--- config.mk ---
export PLATFORM = sky130hd
export DESIGN_NAME = mem_block_copier
export DESIGN_NICKNAME = d
export VERILOG_FILES = /design/src/rtl/mem_block_copier.sv
export SDC_FILE = /design/constraint.sdc
export NUM_CORES = 1
export LEC_CHECK = 0
export CAP_MARGIN = 10
export CORE_MARGIN = 1
export CORE_UTILIZATION = 40
export CTS_CLUSTER_DIAMETER = 150
export CTS_CLUSTER_SIZE = 16
export DETAILED_ROUTE_END_ITERATION = 10
export PLACE_DENSITY = 0.71
export SLEW_MARGIN = 40
export SYNTH_ARGS = -nofsm -noshare
export SYNTH_HDL_FRONTEND = slang
export SYNTH_SLANG_ARGS = --single-unit
--- constraint.sdc ---
create_clock -name clk -period 2.27 [get_ports clk]
set_input_delay 0.5675 -clock clk [delete_from_list [all_inputs] [get_ports clk]]
set_output_delay 0.5675 -clock clk [all_outputs]
set_load 0.05 [all_outputs]
--- src/rtl/mem_block_copier.sv ---
// mem_block_copier: data-memory block copy engine.
// Copies word_count 32-bit words from src_addr to dst_addr, one word every two
// cycles (RD then WR), over the same MemRead/MemWrite/Address/Write_data/Read_data
// port set the CPU datapath uses. Read data is combinational from Address/MemRead.
// Optional build macro MEM_COPY_CHECKSUM_EN adds a running XOR of copied words.
module mem_block_copier #(
  parameter int unsigned ADDR_W = 32,
  parameter int unsigned CNT_W  = 9
) (
  input  logic              clk,
  input  logic              reset,
  input  logic              start,
  input  logic [ADDR_W-1:0] src_addr,
  input  logic [ADDR_W-1:0] dst_addr,
  input  logic [CNT_W-1:0]  word_count,
  output logic              busy,
  output logic              done,
  output logic              MemRead,
  output logic              MemWrite,
  output logic [ADDR_W-1:0] Address,
  output logic [31:0]       Write_data,
  input  logic [31:0]       Read_data
`ifdef MEM_COPY_CHECKSUM_EN
  ,
  output logic [31:0]       checksum
`endif
);

  localparam logic [1:0] StIdle = 2'd0;
  localparam logic [1:0] StRd   = 2'd1;
  localparam logic [1:0] StWr   = 2'd2;
  localparam logic [1:0] StFin  = 2'd3;

  // Word-align mask; applied as an AND so every address bit is consumed.
  localparam logic [ADDR_W-1:0] AlignMask = ~ADDR_W'(3);
  localparam logic [ADDR_W-1:0] WordStep  = ADDR_W'(4);

  logic [1:0]        state_q, state_d;
  logic [ADDR_W-1:0] src_ptr_q, src_ptr_d;
  logic [ADDR_W-1:0] dst_ptr_q, dst_ptr_d;
  logic [CNT_W-1:0]  remaining_q, remaining_d;
  logic [31:0]       buf_q, buf_d;
`ifdef MEM_COPY_CHECKSUM_EN
  logic [31:0]       checksum_q, checksum_d;
`endif

  // Next-state and datapath update for the copy sequencer.
  always_comb begin
    state_d     = state_q;
    src_ptr_d   = src_ptr_q;
    dst_ptr_d   = dst_ptr_q;
    remaining_d = remaining_q;
    buf_d       = buf_q;
`ifdef MEM_COPY_CHECKSUM_EN
    checksum_d  = checksum_q;
`endif
    unique case (state_q)
      StIdle: begin
        if (start) begin
          src_ptr_d   = src_addr & AlignMask;
          dst_ptr_d   = dst_addr & AlignMask;
          remaining_d = word_count;
`ifdef MEM_COPY_CHECKSUM_EN
          checksum_d  = 32'h0;
`endif
          state_d     = (word_count == '0) ? StFin : StRd;
        end
      end
      StRd: begin
        buf_d     = Read_data;
        src_ptr_d = src_ptr_q + WordStep;
`ifdef MEM_COPY_CHECKSUM_EN
        checksum_d = checksum_q ^ Read_data;
`endif
        state_d   = StWr;
      end
      StWr: begin
        dst_ptr_d   = dst_ptr_q + WordStep;
        remaining_d = remaining_q - CNT_W'(1);
        // remaining_q is the pre-decrement value, so 1 means this was the last word.
        state_d     = (remaining_q == CNT_W'(1)) ? StFin : StRd;
      end
      StFin: begin
        state_d = StIdle;
      end
      default: begin
        state_d = StIdle;
      end
    endcase
  end

  // State registers; reset aborts any copy in flight without a done pulse.
  always_ff @(posedge clk or negedge reset) begin
    if (!reset) begin
      state_q     <= StIdle;
      src_ptr_q   <= '0;
      dst_ptr_q   <= '0;
      remaining_q <= '0;
      buf_q       <= 32'h0;
`ifdef MEM_COPY_CHECKSUM_EN
      checksum_q  <= 32'h0;
`endif
    end else begin
      state_q     <= state_d;
      src_ptr_q   <= src_ptr_d;
      dst_ptr_q   <= dst_ptr_d;
      remaining_q <= remaining_d;
      buf_q       <= buf_d;
`ifdef MEM_COPY_CHECKSUM_EN
      checksum_q  <= checksum_d;
`endif
    end
  end

  // Memory strobes and status decoded purely from registered state, so they
  // never glitch with start and MemRead/MemWrite are exclusive by construction.
  always_comb begin
    busy       = 1'b0;
    done       = 1'b0;
    MemRead    = 1'b0;
    MemWrite   = 1'b0;
    Address    = '0;
    Write_data = 32'h0;
    unique case (state_q)
      StIdle: begin
        busy = 1'b0;
      end
      StRd: begin
        busy    = 1'b1;
        MemRead = 1'b1;
        Address = src_ptr_q;
      end
      StWr: begin
        busy       = 1'b1;
        MemWrite   = 1'b1;
        Address    = dst_ptr_q;
        Write_data = buf_q;
      end
      StFin: begin
        busy = 1'b1;
        done = 1'b1;
      end
      default: begin
        busy = 1'b0;
      end
    endcase
  end

`ifdef MEM_COPY_CHECKSUM_EN
  assign checksum = checksum_q;
`endif

endmodule
== Word level (Yosys, flattened, before mapping) ==
Cells that the tools add are included.

* $add $sub $neg: 3
* Eq/ne operators: 5
* Muxes and demuxes: 16
* Reduce and logical (&&, ||, !) cells: 7

{| class="wikitable"
|+ Operators by type and width
! cell !! count
|-
| $pmux W32 S2 || 3
|-
| $mux W32 || 3
|-
| $add A32 B3 Y32 const B || 2
|-
| $pmux W9 S2 || 1
|-
| $eq A9 B1 Y1 const B || 1
|-
| $logic_not A9 Y1 || 1
|-
| $mux W9 || 1
|-
| $sub A9 B1 Y9 const B || 1
|-
| $pmux W2 S4 || 1
|-
| $mux W2 || 3
|-
| $eq A2 B2 Y1 const B || 2
|-
| $reduce_and A2 Y1 || 2
|-
| $reduce_bool A2 Y1 || 2
|-
| $mux W1 || 3
|-
| $reduce_or A3 Y1 || 1
|-
| $eq A2 B1 Y1 const B || 1
|-
| $logic_not A2 Y1 || 1
|-
| $ne A2 B2 Y1 const B || 1
|-
| $pmux W1 S2 || 1
|}

* Flip-flop bits (word level): 107
* Input port bits: 108
* Output and inout port bits: 68
* Logic and storage cells: 36

== Logic depth before layout (Yosys ltp) ==
* Word-level depth: 4
* Mapped depth: 9

== Least setup slack after synthesis ==
OpenSTA, ideal clock, no wires.

* Path type: register to output
* From: register state_q[1]
* To: output port Address[31]
* Data arrival time: 3.092 ns
* Required time: 1.702 ns
* Path slack: -1.390 ns
* Cell stages (with the launch flop): 8
* Buffers on the path: 3
* Cells stage by stage: dfrtp_1 > inv_1 > ha_1 > buf_2 > clkbuf_1 > clkbuf_1 > nand2_1 > a21boi_0

* Longest elaborated chain between the ends: 2

{| class="wikitable"
|+ Ends and longest elaborated chain
! what !! line !! RTL
|-
| start: declaration || 38 || <nowiki>logic [1:0] state_q, state_d;</nowiki>
|-
| start signal: assignment || 95 || <nowiki>state_q <= StIdle;</nowiki>
|-
| start signal: assignment || 104 || <nowiki>state_q <= state_d;</nowiki>
|-
| $eq A2 B2 Y1 or $eq A2 B1 Y1 (tied branches) || 124 || <nowiki>unique case (state_q)</nowiki>
|-
| $pmux W32 S2 * || 124 ||
|-
| end: declaration || 20 || <nowiki>output logic [ADDR_W-1:0] Address,</nowiki>
|}

Mark *: on every way between the ends. The rest lies on a longest branch, timed or not.

== Worst setup path in the final report ==
* From: register state_q[0]
* To: output port Address[14]

Same word-level chain as after synthesis.

==> impl_metrics.csv <==
group,metric,value,unit
floorplanning,core,16100,um^2
timing,fmax,0.423,GHz
pwr,p_int,0.00976,W
clock_tree,clkTransAtPathRegs,0.08,ns
flow_run,max-cap-violations,0,
floorplanning,die_h,131,um
pwr,vdd_drop_max,0.000945,V
detailed_routing,dr.pass1.iters,6,
pwr,pwr-share-comb,0.679,
cells_and_area,regArea,2580,um^2
placement,routabilityCongestion,0.888,
detailed_routing,vias_per_cell,5.96,
run_status,violations,"setup timing",
cells_and_area,final_cell_mix,"102 x dfrtp_1, 102 x clkdlybuf4s50_1, 75 x buf_12, 56 x buf_4, 48 x a21oi_1",
detailed_routing,drc,0,
placement,placed_cells,1139,
pwr,power_frac_seq,0.228,
worst_setup_path,endpoint_kind,"output pin",
clock_tree,cts_sinks,103,
cells_and_area,area_growth,60.7,%
clock_tree,cts_buffer_depth,2,
timing,setup_slack,-0.0937,ns
logic_synthesis,yosysWarnings,0,
cells_and_area,fin_util,0.668,
timing,slew_viol_final,0,
detailed_routing,ant_nets,0,
logic_synthesis,ys_types,62,
pwr,p_per_area,1660,nW/um^2
global_route,grt_max_degree,40,
logic_synthesis,synthesis.area,6700,um^2
logic_synthesis,avgSynthCellArea,8.81,um^2
worst_setup_path,worstPathRequired,1.70,ns
detailed_routing,wl,23300,um
logic_synthesis,ys_seq_elements,103,
worst_setup_path,cp_max_fo,8,
timing,hold_viol_final,0,
timing,fin_skew,0.00910,ns
floorplanning,io_pins,176,
timing,timing.slew.headroom,0.663,
worst_setup_path,worst_setup_path_start_kind,"register",
placement,port_buffers,169,
clock_tree,cts-root-buf,"clkbuf_16",
timing,setup_viol,58,
global_route,antenna_found_initial,0,
floorplanning,row_count,46,
logic_synthesis,ys_seq_area_frac,0.385,
timing,worst_pin_slew,0.505,ns
floorplanning,die-area,17300,um^2
cells_and_area,antenna_cells,0,
global_route,overflow,0,
worst_setup_path,r2r_start,"state_q[1]$_DFFE_PN0P_",
pwr,p_clk_frac,0.093,
global_route,grt_first_pass_wirelength,36200,um
pwr,p_leak,4.35,nW
detailed_routing,routed-via-count,7005,
cells_and_area,multi_input_area,4360,um^2
cells_and_area,drive_above_1_share,0.334,
min_path,min_path_type,"input port to asynchronous set/reset pin",
timing,rsz0062_at_grt,"yes",
worst_setup_path,crit_arrival,1.80,ns
logic_synthesis,synth.largest_area_cell,"dfrtp_1",
clock_tree,cts_tree,"done",
floorplanning,die_w,131,um
cells_and_area,num-nets-final,1071,
clock_tree,clk_latency,0.36,ns
pwr,power_switching,0.00815,W
cells_and_area,fill_cells,1266,
floorplanning,initial_core_util,0.416,
run_status,status,"complete, but fails checks",
clock_tree,htreeDepth,3,
cells_and_area,layout.cells.non_filler,1175,
timing,fin_crit_sh,1.04,
logic_synthesis,syn_inst,760,
worst_setup_path,startpoint,"state_q[0]$_DFFE_PN0P_",
worst_setup_path,crit_type,"register to output pin",
placement,dp_hpwl,16200,um
clock_tree,hold_buffers,0,
logic_synthesis,async_flop_share,1.00,
logic_synthesis,synth_area_leaders,"dfrtp_1 38%, mux2_2 5.7%, a21oi_1 3.7%",
detailed_routing,drtIter0Drc,706,
detailed_routing,routedWlPerCell,19.8,um
timing,min_period,2.36,ns
global_route,grt_pass1_vias,6573,
global_route,gr-usage-all-layers,0.264,
logic_synthesis,netlist.area_leader.share,0.385,
clock_tree,cts_buffers,9,
pwr,switching_share,0.455,
logic_synthesis,synth-edff-count,0,
logic_synthesis,synth_ff_type,"dfrtp_1",
==> registers in the layout, indices dropped and copies added, names as in the netlist <==
signal       count
buf_q           32
dst_ptr_q       30
src_ptr_q       30
remaining_q      9
state_q          2
==> routing by layer <==
metal	vias to the layer above	share of wire	GRT usage
li1	3265	-	-
met1	3407	0.43	0.360
met5	-	0	0
met4	0	0.016	0.0581
met2	306	0.49	0.437
met3	27	0.062	0.0448
==> logic make-up (layout without fill, tap and decap cells) <==
| kind of cell | Yosys count | count (layout) | share of synthesized area |
|---|---|---|---|
| buffers and inverters | 75 | 273 | 0.0501 |
| AO/OA/AOI/OAI | 223 | 223 | 0.225 |
| flip-flops | 103 | 103 | 0.385 |
| adder cells (fa/ha/maj) | 9 | 9 | 0.0168 |
| AND/OR/NAND/NOR | 302 | 302 | 0.246 |
| multiplexers | 47 | 47 | 0.0766 |
| other | 1 | 2 | 0.000560 |
==> cells in the mapped netlist, types with 3 or more instances <==
cell type / n
dfrtp_1: 103
nand2_1: 64
a21oi_1: 49
nand3_1: 43
and2_1: 38
clkbuf_1: 38
and3_1: 35
mux2_2: 34
o21ai_0: 31
nor2_1: 29
a22oi_1: 21
o311ai_0: 21
nand4_1: 19
nor2b_1: 19
o22ai_1: 19
mux2i_1: 13
a21boi_0: 12
a31oi_1: 12
inv_1: 12
nor3_1: 11
buf_2: 9
ha_1: 9
o211ai_1: 9
o31ai_1: 9
a31o_2: 8
nor4_1: 8
and4_1: 7
buf_1: 6
buf_4: 6
or3_1: 6
or4_1: 6
a21o_1: 5
a32oi_1: 5
nand2b_1: 4
a211oi_1: 3
a221oi_1: 3
o311ai_1: 3
==> critical path, stage by stage (launching register included) <==
cell      delay, ns
dfrtp_1        0.38
inv_2          0.08
buf_4          0.14
ha_4           0.32
buf_12         0.14
a21boi_4       0.22
buf_12         0.16
==> final cells by class <==
type | instances | share of cell area
clock inverter | 4 | 0.00500
timing repair buffer | 245 | 0.297
tap | 216 | 0.0251
clock buffer | 12 | 0.0238
multi-input combinational | 583 | 0.405
sequential | 103 | 0.240
inverter | 12 | 0.00477
==> metrics by stage <==
stage          hold WS (ns)  cell area [um^2]  setup TNS (ns)  setup WS (ns)  power [W]
6_report              0.162             10800           -3.37        -0.0937     0.0179
5_1_grt               0.183             10800           -6.35         -0.147     0.0188
4_1_cts               0.182             10500           -1.58        -0.0685     0.0172
3_5_place_dp          0.488              9880               0         0.0122     0.0148
3_3_place_gp          0.480              9880               0         0.0430     0.0147
2_1_floorplan         0.272              7090          -0.662        -0.0247     0.0105
==> final timing paths <==
path	end	slack [ns]	cells past startpoint
setup / recovery	Address[14]	-0.09	6
setup reg to reg	src_ptr_q[28]$_DFFE_PN0P_	-0.06	8
min in group clk	buf_q[7]$_DFFE_PN0P_	0.51	1
hold reg to reg	buf_q[7]$_DFFE_PN0P_	0.51	1
hold / removal	buf_q[13]$_DFFE_PN0P_	0.16	1
max in group asynchronous	dst_ptr_q[9]$_DFFE_PN0P_	1.48	2
==> timing repair <==
action	in CTS	in global routing
gates cloned	2	5
buffers inserted	7	6
pin swaps	7	6
setup endpoints to repair	62	84
hold endpoints to repair	0	0
gates resized for setup	58	41
==> power by group through the flow <==
stage               Sequential, W  Clock [W]  Combinational, W
floorplan                 0.00353          0           0.00696
global placement          0.00388          0            0.0108
detailed placement        0.00393          0            0.0109
CTS                       0.00397    0.00169            0.0115
global route              0.00423    0.00175            0.0129
finish                    0.00408    0.00167            0.0122
No activity file was read; power rests on OpenSTA's default activity.
